===== config.mk =====
export PLATFORM = sky130hd
export DESIGN_NAME = gray_frame_writer
export DESIGN_NICKNAME = d
export VERILOG_FILES = /design/src/rtl/gray_frame_writer.sv
export SDC_FILE = /design/constraint.sdc
export NUM_CORES = 1
export LEC_CHECK = 0
export BUFFER_PORTS_ARGS = -buffer_cell sky130_fd_sc_hd__clkbuf_2
export CORE_UTILIZATION = 50
export CTS_CLUSTER_SIZE = 30
export DETAILED_ROUTE_END_ITERATION = 6
export MAX_ROUTING_LAYER = met4
export PLACE_DENSITY = 0.88
export REMOVE_ABC_BUFFERS = 1
export SYNTH_ARGS = -nofsm -noshare
export SYNTH_HDL_FRONTEND = slang
export SYNTH_SLANG_ARGS = --single-unit

===== constraint.sdc =====
create_clock -name clock -period 6.5 [get_ports clock]
set_input_delay 0.325 -clock clock [delete_from_list [all_inputs] [get_ports clock]]
set_output_delay 0.325 -clock clock [all_outputs]
set_load 0.01 [all_outputs]

===== src/rtl/gray_frame_writer.sv =====
// gray_frame_writer
// Moves one frame of 8-bit grayscale pixels from an upstream first-word-fall-through
// FIFO into a downstream 24-bit pixel FIFO. Each gray byte is copied into all three
// colour bytes. The block tracks the column and row of the next pixel to transfer.
//
// Ports
//   clock      in   single clock; all state changes on its rising edge
//   reset      in   asynchronous, active-high reset
//   start      in   single-cycle request to transfer one frame (used only in IDLE)
//   done       out  one-cycle pulse in the cycle after the frame's last pixel is written
//   in_rd_en   out  read strobe to the upstream FIFO (combinational)
//   in_empty   in   upstream FIFO empty flag
//   in_dout    in   upstream FIFO head data (8-bit gray)
//   out_wr_en  out  write strobe to the downstream FIFO (combinational)
//   out_full   in   downstream FIFO full flag
//   out_din    out  downstream pixel data {gray, gray, gray} (combinational)
//   col        out  column index of the next pixel to transfer
//   row        out  row index of the next pixel to transfer
module gray_frame_writer #(
  parameter int unsigned WIDTH  = 720,
  parameter int unsigned HEIGHT = 540
) (
  input  logic        clock,
  input  logic        reset,
  input  logic        start,
  output logic        done,
  output logic        in_rd_en,
  input  logic        in_empty,
  input  logic [7:0]  in_dout,
  output logic        out_wr_en,
  input  logic        out_full,
  output logic [23:0] out_din,
  output logic [9:0]  col,
  output logic [9:0]  row
);

  // 10-bit counters cover frame sizes up to 1023 x 1023.
  localparam int unsigned CW = 10;
  localparam logic [CW-1:0] COL_LAST = CW'(WIDTH - 1);
  localparam logic [CW-1:0] ROW_LAST = CW'(HEIGHT - 1);

  typedef enum logic [1:0] {
    IDLE = 2'd0,
    RUN  = 2'd1,
    DONE = 2'd2
  } state_t;

  state_t        state_q, state_d;
  logic [CW-1:0] col_q, col_d;
  logic [CW-1:0] row_q, row_d;
  logic          xfer_c;

  // A pixel moves when both FIFOs are ready; reset gates the strobes directly so they
  // drop the moment reset rises, not only after the state register clears.
  assign xfer_c    = (state_q == RUN) && !in_empty && !out_full && !reset;
  assign in_rd_en  = xfer_c;
  assign out_wr_en = xfer_c;
  assign out_din   = {in_dout, in_dout, in_dout};

  assign done = (state_q == DONE);
  assign col  = col_q;
  assign row  = row_q;

  // State and position registers.
  always_ff @(posedge clock or posedge reset) begin
    if (reset) begin
      state_q <= IDLE;
      col_q   <= '0;
      row_q   <= '0;
    end else begin
      state_q <= state_d;
      col_q   <= col_d;
      row_q   <= row_d;
    end
  end

  // Next-state and position update; stall cycles fall through the defaults.
  always_comb begin
    state_d = state_q;
    col_d   = col_q;
    row_d   = row_q;
    unique case (state_q)
      IDLE: begin
        if (start) begin
          state_d = RUN;
        end
      end
      RUN: begin
        if (xfer_c) begin
          if (col_q == COL_LAST) begin
            col_d = '0;
            if (row_q == ROW_LAST) begin
              row_d   = '0;
              state_d = DONE;
            end else begin
              row_d = row_q + CW'(1);
            end
          end else begin
            col_d = col_q + CW'(1);
          end
        end
      end
      DONE: begin
        state_d = IDLE;
      end
      default: begin
        state_d = IDLE;
      end
    endcase
  end

endmodule


Word-level counts from Yosys, hierarchy flattened
Index checks and enable logic that the tools add are counted.
{"block": "op_classes", "add_sub_neg": 2, "n_eq_ne": 8, "mux": 7, "n_reduce_logical": 10}
{"op": "$add A10 B1 Y10 const B", "n": 2}
{"op": "$eq A10 B10 Y1 const B", "n": 2}
{"op": "$mux W10", "n": 2}
{"op": "$mux W2", "n": 4}
{"op": "$ne A2 B1 Y1 const B", "n": 2}
{"op": "$ne A2 B2 Y1 const B", "n": 2}
{"op": "$pmux W2 S2", "n": 1}
{"op": "$reduce_and A4 Y1", "n": 1}
{"op": "$logic_and A1 B1 Y1", "n": 3}
{"op": "$logic_not A1 Y1", "n": 3}
{"op": "$reduce_and A3 Y1", "n": 1}
{"op": "$eq A2 B1 Y1 const B", "n": 1}
{"op": "$eq A2 B2 Y1 const B", "n": 1}
{"op": "$logic_not A2 Y1", "n": 1}
{"op": "$reduce_and A2 Y1", "n": 1}
{"block": "totals", "regBits": 22, "inputBits": 13, "output_inout_bits": 47, "elab_cells": 30}

Depth between registers and ports, before layout
{"block": "logic_depth", "word_depth": 6, "ltp_mapped": 6, "mapped_depth_nobuf": 5}

Least setup slack after synthesis
Ideal clock, no wire load.
{"block": "synth_path", "path_type": "register -> register", "startpoint": "register col_q[0], in the netlist col[0]", "endpoint": "register row_q[9], in the netlist row[9]", "setup_ps": 76, "t_arrival_ps": 2191, "required_time_ps": 6424, "setup_slack_ps": 4233, "path_stages_with_launch": 7, "path_buffers": 1, "period_less_slack_ps": 2267, "path_cell_list": "dfrtp_1 > ha_1 > or4b_4 > or4_1 > buf_2 > or4b_1 > o21ai_1"}
{"block": "synth_via", "elab_chain_cells": 2}
{"element": "start, declared", "line": "49", "text": "logic [CW-1:0] col_q, col_d;"}
{"element": "start signal, assigned", "line": "72", "text": "col_q <= col_d;"}
{"element": "$eq A10 B10 Y1", "line": "90", "text": "if (col_q == COL_LAST) begin"}
{"element": "$reduce_and A3 Y1 (no line)"}
{"element": "end signal, assigned", "line": "73", "text": "row_q <= row_d;"}
{"element": "end, declared", "line": "50", "text": "logic [CW-1:0] row_q, row_d;"}
Every way passes these cells.
A chain may end at the register's enable or synchronous reset.

Final worst setup path
Same ends and word-level chain as after synthesis.

==> PnR_summary.wiki <==
{| class="wikitable"
! Metric !! Value
|-
| Pins over their slew limit || 0
|-
| Slew at the pin with the worst max-slew slack || ~0.91 ns
|-
| Worst slew margin relative to its limit || approximately 38%
|-
| Gpl congestion || around 0.92
|-
| Setup Buffers After CTS || 0
|-
| Worst slack on hold paths || about 0.16 ns
|-
| Clock Sink Count || 22
|-
| Number of instances resized during post-cts repair || 0
|-
| Setup repair after global routing missed its margin || no
|-
| Final critical delay including setup and external delays || 2.39 ns
|-
| Clock-pin slew reported for the worst setup and hold paths after clock tree synthesis || between 0.1 and 0.15 ns
|-
| CTS tree || built
|-
| Routed vias/inst || between 6 and 7
|-
| DRC violation count after routing || 0
|-
| Row cnt || 18
|-
| Arrival time of data at the critical path endpoint || around 2.6 ns
|-
| Synth Cell Area || 1320 sq um
|-
| Pin count of the biggest net entering global routing || 23
|-
| Critical path origin || col[0]
|-
| Detailed Place HPWL || 2170 um
|-
| Starting density of the core || 53.4%
|-
| Kind of start point of the critical path || flop
|-
| Count of max-cap constraint violations || 0
|-
| Buffers on Ports || 27
|-
| VDD IR max || approximately 0.11 mV
|-
| Type of the setup path with the least slack || flop to flop
|-
| Sequential cell area || around 550 sq um
|-
| Number of cells traversed by the worst register-to-register path || 5
|-
| Minimum setup slack among reg-to-reg paths || approximately 4 ns
|-
| Detailed-route wire length || 2850 um
|-
| Synth unique cells || 31
|-
| HP Class || input port to async pin
|-
| Antenna violations before repair || 0
|-
| Kind of capture point of the worst setup path || flop
|-
| Via count of the first global-routing pass || 1,024
|-
| Worst Setup EP || row[9]
|-
| Pwr/cell area || between 200 and 250 nW/um^2
|-
| Boundary pin count || 60
|-
| Final #Nets || between 150 and 200
|-
| Highest fanout seen on the critical path || 9
|-
| Final cell area excluding filler cells || 1340 sq um
|-
| Setup skew after layout || approximately 0.001 ns
|-
| Share of the yosys chip area belonging to registers || roughly two fifths
|-
| H-Tree Level Count || 1
|-
| Filler Cells Inserted || around 220
|-
| First-pass GRT wire length || 4710 um
|-
| Worst Setup Slack, final || approximately 4.1 ns
|-
| Die outline height || roughly 53 um
|-
| Number of diodes added for antenna fixing || 0
|-
| Total die area || around 2900 sq um
|-
| DRT iter0 DRCs || 39
|-
| Worst EP required || 6.75 ns
|-
| Gr usage total || between 20% and 30%
|-
| Area occupied by multi-input gates || approximately 550 sq um
|-
| Post-detailed-route count of antenna-violating nets || 0
|-
| Final count of negative-setup-slack endpoints || 0
|-
| Count of flip-flops with a built-in enable after synthesis || 0
|-
| Flip-flop cell with the highest count after synthesis || sky130_fd_sc_hd__dfrtp_1
|-
| Area growth, synth to finish || 0.946%
|-
| Count of final hold-check violations || 0
|-
| Placed instance count || around 180
|-
| Core Footprint || between 2000 and 2500 sq um
|-
| Leakage dissipation || ~0.63 nW
|-
| Peak Freq || approximately 420 MHz
|-
| Seq cells post-synth || 22
|-
| Number of non-filler instances in the completed layout || 180
|-
| Die outline width || between 50 and 60 um
|-
| Tcrit/Tclk final || between 30% and 40%
|-
| Worst skew pair latency || about 0.31 ns
|-
| Wirelength per Cell || 15.8 um
|-
| Maximum buffer depth of the clock tree || 2
|-
| Result of the run || completed
|-
| Fraction of layout instances using a drive strength above 1 || between 20% and 30%
|-
| TritonCTS buffer count || 3
|-
| Number of hold buffers added after cts || 0
|-
| Gate count of the mapped netlist || ~150
|-
| Reg-to-Reg Start || col[0]
|-
| DR vias || about 1,100
|-
| Root Driver || sky130_fd_sc_hd__clkbuf_4
|-
| Capturing point of the worst reg2reg path || row[9]
|-
| DP Worst Slack || a little over 4 ns
|-
| Placed inst area || 1300 sq um
|-
| Post-route setup TNS || 0 ns
|-
| Fraction of registers with async set/reset || between 90% and 100%
|-
| Congestion Overflow GR || 0
|-
| Detailed-routing iteration count for the pre-antenna-repair pass || 4
|-
| Avg Cell Area, Syn || around 9.1 sq um
|-
| Number of warnings issued by yosys || 0
|}
[synth_stat cells (2+ instances only)]
library cell               number  area (sq um)
sky130_fd_sc_hd__ha_1           2          25.0
sky130_fd_sc_hd__nand2b_1       3          18.8
sky130_fd_sc_hd__xor2_1         3          26.3
sky130_fd_sc_hd__o21ai_0        8          40.0
sky130_fd_sc_hd__nor2_1         8          30.0
sky130_fd_sc_hd__nand3_1        7          35.0
sky130_fd_sc_hd__buf_4         25           188
sky130_fd_sc_hd__or2_2          2          12.5
sky130_fd_sc_hd__nor4_1         3          18.8
sky130_fd_sc_hd__inv_1          7          26.3
sky130_fd_sc_hd__nand2_1       15          56.3
sky130_fd_sc_hd__a21oi_1        5          25.0
sky130_fd_sc_hd__dfrtp_1       22           551
sky130_fd_sc_hd__xnor2_1        6          52.6
sky130_fd_sc_hd__a31oi_1        2          12.5
sky130_fd_sc_hd__nor3_1         5          25.0
sky130_fd_sc_hd__or4b_1         3          30.0
sky130_fd_sc_hd__and4_1         2          17.5
sky130_fd_sc_hd__nand4b_1       3          26.3
sky130_fd_sc_hd__or4_1          4          30.0
[cell usage in the layout, fill, tap and decap left out]
cell,synthesis,final
sky130_fd_sc_hd__clkbuf_8,0,1
sky130_fd_sc_hd__a2111oi_0,1,1
sky130_fd_sc_hd__o211ai_1,1,1
sky130_fd_sc_hd__or4b_1,3,3
sky130_fd_sc_hd__nor3_1,5,5
sky130_fd_sc_hd__o21ai_1,1,1
sky130_fd_sc_hd__clkbuf_2,0,27
sky130_fd_sc_hd__nand3_1,7,7
sky130_fd_sc_hd__nand2_1,15,15
sky130_fd_sc_hd__a31oi_1,2,2
sky130_fd_sc_hd__or2_2,2,2
sky130_fd_sc_hd__a21oi_1,5,5
sky130_fd_sc_hd__or4b_4,1,1
sky130_fd_sc_hd__nand2b_1,3,3
sky130_fd_sc_hd__xnor2_1,6,6
sky130_fd_sc_hd__and4_1,2,2
sky130_fd_sc_hd__or4_1,4,4
sky130_fd_sc_hd__inv_1,7,7
sky130_fd_sc_hd__nor4_1,3,3
sky130_fd_sc_hd__and2_1,1,1
sky130_fd_sc_hd__xor2_1,3,3
sky130_fd_sc_hd__ha_1,2,2
sky130_fd_sc_hd__o21ai_0,8,8
sky130_fd_sc_hd__dfrtp_1,22,22
sky130_fd_sc_hd__nand4_1,1,1
sky130_fd_sc_hd__nor2_1,8,8
sky130_fd_sc_hd__and3_1,1,1
sky130_fd_sc_hd__or3_1,1,1
sky130_fd_sc_hd__nand4b_1,3,3
sky130_fd_sc_hd__nand3b_1,1,1
sky130_fd_sc_hd__clkbuf_4,0,3
[registers in the layout (all words and copies together), names as in the netlist]
| signal | flops |
|---|---|
| state_q | 2 |
| col | 10 |
| row | 10 |
[worst max-delay path: stages (launching register included)]
cell and delay [ns]:
sky130_fd_sc_hd__dfrtp_1 0.41, sky130_fd_sc_hd__ha_1 0.21, sky130_fd_sc_hd__or4b_4 0.49, sky130_fd_sc_hd__or4_1 0.58
sky130_fd_sc_hd__or4b_1 0.55, sky130_fd_sc_hd__o21ai_1 0.08
[cell type report]
| type | count | area share (%) |
|---|---|---|
| flip-flops and latches | 22 | 41.2 |
| multi-input cells | 90 | 41.1 |
| repair buffers | 27 | 10.1 |
| well taps | 30 | 2.81 |
| clock buffers | 4 | 2.72 |
| inverters | 7 | 1.97 |
[metal layers]
metal,vias up,part of all wire [%],wire (um),track usage [%]
met4,0,2.9,84,11.8
met3,14,11,327,14.4
met5,-,0,0,-
met2,71,47,1330,32.7
met1,508,39,1110,27.3
li1,494,-,-,-
[power breakdown]
group	switching, W	internal (W)	leakage (nW)	total (W)
clock network	0.0000434	0.0000342	0.0210	0.0000776
logic	0.0000275	0.0000209	0.331	0.0000484
registers	0.0000155	0.000147	0.281	0.000163
total	0.0000864	0.000202	0.633	0.000289
[stage by stage]
step,utilization (%),total power [W]
after floorplan,-,0.000192
after global placement,52.4,0.000210
after detailed placement,52.4,0.000213
after CTS,53.9,0.000288
after global routing,53.9,0.000301
final,53.9,0.000289
[cells by family (layout without fill, tap and decap cells)]
group	after synthesis	in the layout	share of synthesized area, %
compound gates	18	18	7.47
xor+xnor	9	9	5.96
fa+ha+maj	2	2	1.89
buf+inv	34	38	16.8
flops	22	22	41.6
simple gates	61	61	26.2
[worst min-delay path by stage]
| stage | from | to | slack, ns |
|---|---|---|---|
| after CTS | reset | col[0] | 0.19 |
| after global routing | reset | col[0] | 0.22 |
| after floorplan | reset | col[0] | 0.31 |
| final | reset | col[0] | 0.16 |
| after global placement | row[6] | row[6] | 0.49 |
| after detailed placement | row[6] | row[6] | 0.50 |
Power figures use the tool's default switching activity.
